<file path="src/rtl/ssp_pkg.sv">
// Shared SSP definitions: FSM state codes, frame constants and counter sizing
// used by both the transmit and receive controllers.
package ssp_pkg;

    localparam int SSP_DATA_W = 8;

    localparam logic [1:0] ST_IDLE      = 2'd0;
    localparam logic [1:0] ST_LOAD      = 2'd1;
    localparam logic [1:0] ST_WAIT_RISE = 2'd2;
    localparam logic [1:0] ST_SHIFT     = 2'd3;

    localparam logic SSP_TXD_IDLE = 1'b0;
    localparam logic SSP_OE_ON    = 1'b0;
    localparam logic SSP_OE_OFF   = 1'b1;
    localparam logic SSP_FSS_ON   = 1'b1;
    localparam logic SSP_FSS_OFF  = 1'b0;

    function automatic int cnt_w(input int dw);
        return (dw > 1) ? $clog2(dw) : 1;
    endfunction

endpackage

</file>
<file path="src/rtl/ssp_clk_gen.sv">
// Free-running serial clock divider; toggles every HALF_PER cycles, no backpressure.
// rise is a one-cycle strobe in the cycle whose closing edge takes sclk 0->1.
module ssp_clk_gen #(
    parameter int HALF_PER = 1
) (
    input  logic clk,
    input  logic rst,
    output logic sclk,
    output logic rise
);

    localparam int                DIV_W   = (HALF_PER > 1) ? $clog2(HALF_PER) : 1;
    localparam logic [DIV_W-1:0]  DIV_MAX = DIV_W'(HALF_PER - 1);

    logic [DIV_W-1:0] div_q, div_d;
    logic             sclk_q, sclk_d;
    logic             wrap;

    always_comb begin
        wrap   = (div_q == DIV_MAX);
        div_d  = wrap ? '0 : div_q + DIV_W'(1);
        sclk_d = wrap ? ~sclk_q : sclk_q;
    end

    always_ff @(posedge clk) begin
        if (rst) begin
            div_q  <= '0;
            sclk_q <= 1'b0;
        end else begin
            div_q  <= div_d;
            sclk_q <= sclk_d;
        end
    end

    assign sclk = sclk_q;
    assign rise = wrap & ~sclk_q;

endmodule

</file>
<file path="src/rtl/ssp_tx_ctrl.sv">
// SSP transmit controller: pops the TX FIFO and shifts bytes out MSB first behind a frame pulse.
// Pop one cycle after EMPTY=0 in IDLE; streams back-to-back while the FIFO stays non-empty.
module ssp_tx_ctrl
    import ssp_pkg::*;
#(
    parameter int DATA_W   = SSP_DATA_W,
    parameter int HALF_PER = 1
) (
    input  logic              PCLK,
    input  logic              CLEAR,
    input  logic [DATA_W-1:0] TxDATA,
    input  logic              EMPTY,
    output logic              LOGICWRITE,
    output logic              SSPCLKOUT,
    output logic              SSPFSSOUT,
    output logic              SSPTXD,
    output logic              SSPOE_B
);

    localparam int               CNT_W   = cnt_w(DATA_W);
    localparam logic [CNT_W-1:0] CNT_TOP = CNT_W'(DATA_W - 1);

    logic [1:0]        state_q, state_d;
    logic [CNT_W-1:0]  cnt_q, cnt_d;
    logic [DATA_W-1:0] shift_q, shift_d;
    logic              last_q, last_d;
    logic              lw_q, lw_d;
    logic              fss_q, fss_d;
    logic              txd_q, txd_d;
    logic              oe_b_q, oe_b_d;
    logic              clk_rise;

    ssp_clk_gen #(.HALF_PER(HALF_PER)) u_clk_gen (
        .clk  (PCLK),
        .rst  (CLEAR),
        .sclk (SSPCLKOUT),
        .rise (clk_rise)
    );

    always_comb begin
        state_d = state_q;
        cnt_d   = cnt_q;
        shift_d = shift_q;
        last_d  = last_q;
        lw_d    = 1'b0;
        fss_d   = fss_q;
        txd_d   = txd_q;
        oe_b_d  = oe_b_q;

        case (state_q)
            ST_IDLE: begin
                if (!EMPTY) begin
                    lw_d    = 1'b1;
                    state_d = ST_LOAD;
                end
            end
            ST_LOAD: state_d = ST_WAIT_RISE;
            ST_WAIT_RISE: begin
                if (clk_rise) begin
                    fss_d   = SSP_FSS_ON;
                    oe_b_d  = SSP_OE_ON;
                    txd_d   = SSP_TXD_IDLE;
                    cnt_d   = CNT_TOP;
                    state_d = ST_SHIFT;
                end
            end
            ST_SHIFT: begin
                if (clk_rise) begin
                    fss_d = SSP_FSS_OFF;
                    if (last_q) begin
                        oe_b_d  = SSP_OE_OFF;
                        txd_d   = SSP_TXD_IDLE;
                        last_d  = 1'b0;
                        state_d = ST_IDLE;
                    end else begin
                        txd_d   = shift_q[DATA_W-1];
                        shift_d = shift_q << 1;
                        cnt_d   = cnt_q - CNT_W'(1);
                        // LSB decision: chain the next byte, its frame pulse overlapping this LSB
                        if (cnt_q == '0) begin
                            if (!EMPTY) begin
                                lw_d  = 1'b1;
                                fss_d = SSP_FSS_ON;
                                cnt_d = CNT_TOP;
                            end else begin
                                last_d = 1'b1;
                                cnt_d  = '0;
                            end
                        end
                    end
                end
            end
            default: state_d = ST_IDLE;
        endcase

        // Head byte is captured on the edge that retires the pop; never coincides with a rise.
        if (lw_q) begin
            shift_d = TxDATA;
        end
    end

    always_ff @(posedge PCLK) begin
        if (CLEAR) begin
            state_q <= ST_IDLE;
            cnt_q   <= '0;
            shift_q <= '0;
            last_q  <= 1'b0;
            lw_q    <= 1'b0;
            fss_q   <= SSP_FSS_OFF;
            txd_q   <= SSP_TXD_IDLE;
            oe_b_q  <= SSP_OE_OFF;
        end else begin
            state_q <= state_d;
            cnt_q   <= cnt_d;
            shift_q <= shift_d;
            last_q  <= last_d;
            lw_q    <= lw_d;
            fss_q   <= fss_d;
            txd_q   <= txd_d;
            oe_b_q  <= oe_b_d;
        end
    end

    assign LOGICWRITE = lw_q;
    assign SSPFSSOUT  = fss_q;
    assign SSPTXD     = txd_q;
    assign SSPOE_B    = oe_b_q;

endmodule

</file>
<file path="config.mk">
export PLATFORM = sky130hd
export DESIGN_NAME = ssp_tx_ctrl
export DESIGN_NICKNAME = d
export VERILOG_FILES = /design/src/rtl/ssp_pkg.sv /design/src/rtl/ssp_clk_gen.sv /design/src/rtl/ssp_tx_ctrl.sv
export SDC_FILE = /design/constraint.sdc
export NUM_CORES = 1
export LEC_CHECK = 0
export BUFFER_PORTS_ARGS = -buffer_cell sky130_fd_sc_hd__buf_2
export CAP_MARGIN = 20
export CORE_ASPECT_RATIO = 0.9
export CORE_MARGIN = 2
export CORE_UTILIZATION = 54
export DETAILED_ROUTE_END_ITERATION = 7
export PLACE_DENSITY = 0.75
export SLEW_MARGIN = 20
export SYNTH_ARGS = -nofsm -noshare
export SYNTH_HDL_FRONTEND = slang
export SYNTH_SLANG_ARGS = --single-unit
export TNS_END_PERCENT = 20
</file>
<file path="constraint.sdc">
create_clock -name PCLK -period 1.7 [get_ports PCLK]
set_input_delay 0.51 -clock PCLK [delete_from_list [all_inputs] [get_ports PCLK]]
set_output_delay 0.51 -clock PCLK [all_outputs]
set_load 0.05 [all_outputs]
</file>
==> flow_summary.json <==
{
  "outcome": "completed",
  "setup_tns_ns": 0,
  "report.final.setup_viol": 0,
  "crit_buf_inv": 1,
  "critical_path.top_delay_family": "flip-flops",
  "post_drt_via_cell_ratio": 5.70,
  "ys_warn_count": 0,
  "fillers": 147,
  "worstSetupPathType": "reg2out",
  "async_flop_share_pct": 0,
  "regArea_um2": 400,
  "syn_area_um2": 993,
  "reg2reg_to": "shift_q[3]",
  "nNetsFinal": 145,
  "die_h_um": 44.7,
  "cp_slowest_cell": "dfxtp_1",
  "dpl_cell_area_mm2": 0.00110,
  "synth-edff-count": 0,
  "maxCapViolCount": 0,
  "dp_cells": 148,
  "crit_path_end_kind": "primary output",
  "gp_congestion": 0.814,
  "multi_input_area_um2": 554,
  "grt_overflow_total": 0,
  "ir_drop_mv": 0.933,
  "drv_slew": 0,
  "cp.arrival_ns": 1.15,
  "drt-wirelength-per-cell_um": 13.8,
  "drc": 0,
  "period_needed_ns": 1.66,
  "cts_buffers": 3,
  "clock_sinks": 20,
  "dp_hpwl_mm": 1.58,
  "syn_inst": 109,
  "cp-endpoint": "SSPCLKOUT",
  "p_per_area_mw_per_mm2": 1510,
  "hold_path.class": "in2reg",
  "pwr-share-seq_pct": 37.6,
  "grt_pass1_vias": 854,
  "start_util_pct": 58.5,
  "cts_resized": 0,
  "ys_types": 34,
  "worstPathCellList": "buf_2",
  "crit_path_start": "u_clk_gen.sclk",
  "reg2reg_slack_ns": 0.11,
  "drt_iter0_drc": 19,
  "final_layout_size_suffix_gt1_share_pct": 25.8,
  "synth_ff_type": "dfxtp_1",
  "die_area_mm2": 0.00220,
  "cts_buffer_depth": 2,
  "vias": 866,
  "synth_nets": 125,
  "ant_nets": 0,
  "grt_max_degree": 19,
  "design_area_mm2": 0.00118,
  "rr_worst_depth": 5,
  "io_pins": 16,
  "hold_viol": 0,
  "rsz0062_at_grt": "no",
  "layout.cells.non_filler": 152,
  "p_comb_share_pct": 40.2,
  "cp.required_ns": 1.19,
  "path_clk_slew_ns": 0.12,
  "grt_pass1_wl_mm": 3.56,
  "min_period_over_period_pct": 97.8,
  "clock_skew_ns": 0.00636,
  "portBuffers": 15,
  "max_freq_ghz": 0.601,
  "max_stage_delay_ns": 0.52,
  "ys_seq_area_share_pct": 40.3,
  "internal-power_mw": 1.12,
  "antenna_found_initial": 0,
  "ys_ff_latch": 20,
  "synth_area_per_cell_um2": 9.11,
  "track_usage_pct": 21.3,
  "clkPwrFrac_pct": 22.1,
  "postCtsSetupBuffers": 0,
  "utilization_pct": 69.2,
  "start_kind": "flip-flop",
  "crit-reg2reg-launch": "state_q[1]",
  "power_switching_uw": 655,
  "row_count": 14,
  "area_growth_pct": 18.4,
  "switching_share_pct": 37.0,
  "cts_tree": "yes",
  "htreeDepth": 1,
  "ctsHoldBuffers": 0,
  "drt-pass1-iter-count": 4,
  "worstSetupPathDepth": 1,
  "wirelength_mm": 2.10,
  "cts-root-buf": "clkbuf_4",
  "worst-path-max-fanout": 7,
  "core_area_mm2": 0.00170,
  "clk_latency_ns": 0.30,
  "leakagePower_nw": 0.449,
  "antenna_cells": 0,
  "die_w_um": 49.2
}
registers in the layout, indices dropped and copies added (netlist names):
signal           count
LOGICWRITE           1
u_clk_gen.div_q      1
state_q              2
cnt_q                3
u_clk_gen.sclk       1
last_q               1
SSPFSSOUT            1
SSPTXD               1
SSPOE_B              1
shift_q              8
layer usage:
metal  track usage [%]  vias to the layer above  wire length [um]
li1                  -                      436                 -
met1              25.3                      407               974
met2              37.3                       19              1010
met3              2.98                        4                73
met4              13.7                        0                35
met5                 0                        -                 0
synth_stat cells, types with 2 or more instances:
master | n | area, um^2
dfxtp_1 | 20 | 400
nor2_1 | 11 | 41.3
a211oi_1 | 8 | 60.1
a21oi_1 | 8 | 40.0
inv_1 | 8 | 30.0
mux2i_1 | 7 | 70.1
ha_1 | 5 | 62.6
o21ai_0 | 5 | 25.0
nand2_1 | 4 | 15.0
buf_4 | 3 | 22.5
a221oi_1 | 2 | 17.5
a31o_2 | 2 | 17.5
nand2b_1 | 2 | 12.5
nand3b_1 | 2 | 15.0
nor4_1 | 2 | 12.5
o211ai_1 | 2 | 15.0
per-stage QoR:
stage	worst slack [ns]	total power [mW]	hold slack, ns
finish	0.0370	1.77	0.431
floorplan	0.180	1.20	0.459
global placement	0.157	1.33	0.455
global route	0.0102	1.88	0.426
CTS	0.0366	1.76	0.424
detailed placement	0.0564	1.37	0.470
final cells by class:
type | count | share of cell area (%)
repair buffers | 19 | 9.26
inverters | 8 | 2.55
clock inverters | 1 | 2.55
well taps | 24 | 2.55
flip-flops and latches | 20 | 34.0
multi-input cells | 77 | 47.1
clock buffers | 3 | 1.91
layout by cell type, fill, tap and decap left out, types with 3 or more instances in the layout:
| cell type | Yosys | routed |
|---|---|---|
| a21oi_1 | 8 | 7 |
| clkbuf_4 | 0 | 3 |
| mux2i_1 | 7 | 7 |
| o21ai_0 | 5 | 5 |
| dfxtp_1 | 20 | 20 |
| buf_2 | 0 | 15 |
| nand2_1 | 4 | 4 |
| inv_1 | 8 | 7 |
| ha_1 | 5 | 3 |
| a211oi_1 | 8 | 8 |
| nor2_1 | 11 | 11 |
| buf_4 | 3 | 3 |
worst min path at each step:
stage | from | cells past startpoint | slack [ns] | endpoint
finish | EMPTY | 2 | 0.43 | LOGICWRITE
global route | EMPTY | 2 | 0.43 | LOGICWRITE
CTS | EMPTY | 2 | 0.42 | LOGICWRITE
detailed placement | SSPFSSOUT | 2 | 0.47 | SSPFSSOUT
global placement | LOGICWRITE | 2 | 0.46 | shift_q[0]
floorplan | shift_q[0] | 2 | 0.46 | shift_q[0]
kinds of logic (layout without fill, tap and decap cells):
| kind of cell | count (synthesis) | after routing | share of synthesized area [%] |
|---|---|---|---|
| AO/OA/AOI/OAI | 32 | 32 | 21.7 |
| buffers and inverters | 12 | 31 | 5.67 |
| flip-flops | 20 | 20 | 40.3 |
| adder cells (fa/ha/maj) | 5 | 5 | 6.30 |
| other | 1 | 1 | 0.377 |
| AND/OR/NAND/NOR | 32 | 32 | 18.6 |
| multiplexers | 7 | 7 | 7.05 |
worst register-to-register path, cell delays in order, from the launching register on:
cell	delay (ns)
dfxtp_1	0.38
ha_2	0.25
nor4b_4	0.26
buf_6	0.20
mux2i_1	0.09
a211oi_1	0.31
power groups by stage:
stage,Sequential (mW),Combinational [mW],Clock (mW)
after floorplan,0.745,0.457,0
after global placement,0.668,0.666,0
after detailed placement,0.674,0.693,0
after CTS,0.664,0.698,0.398
after global routing,0.681,0.789,0.415
final,0.667,0.713,0.392
Note: power is estimated with default switching activity, not from simulation.
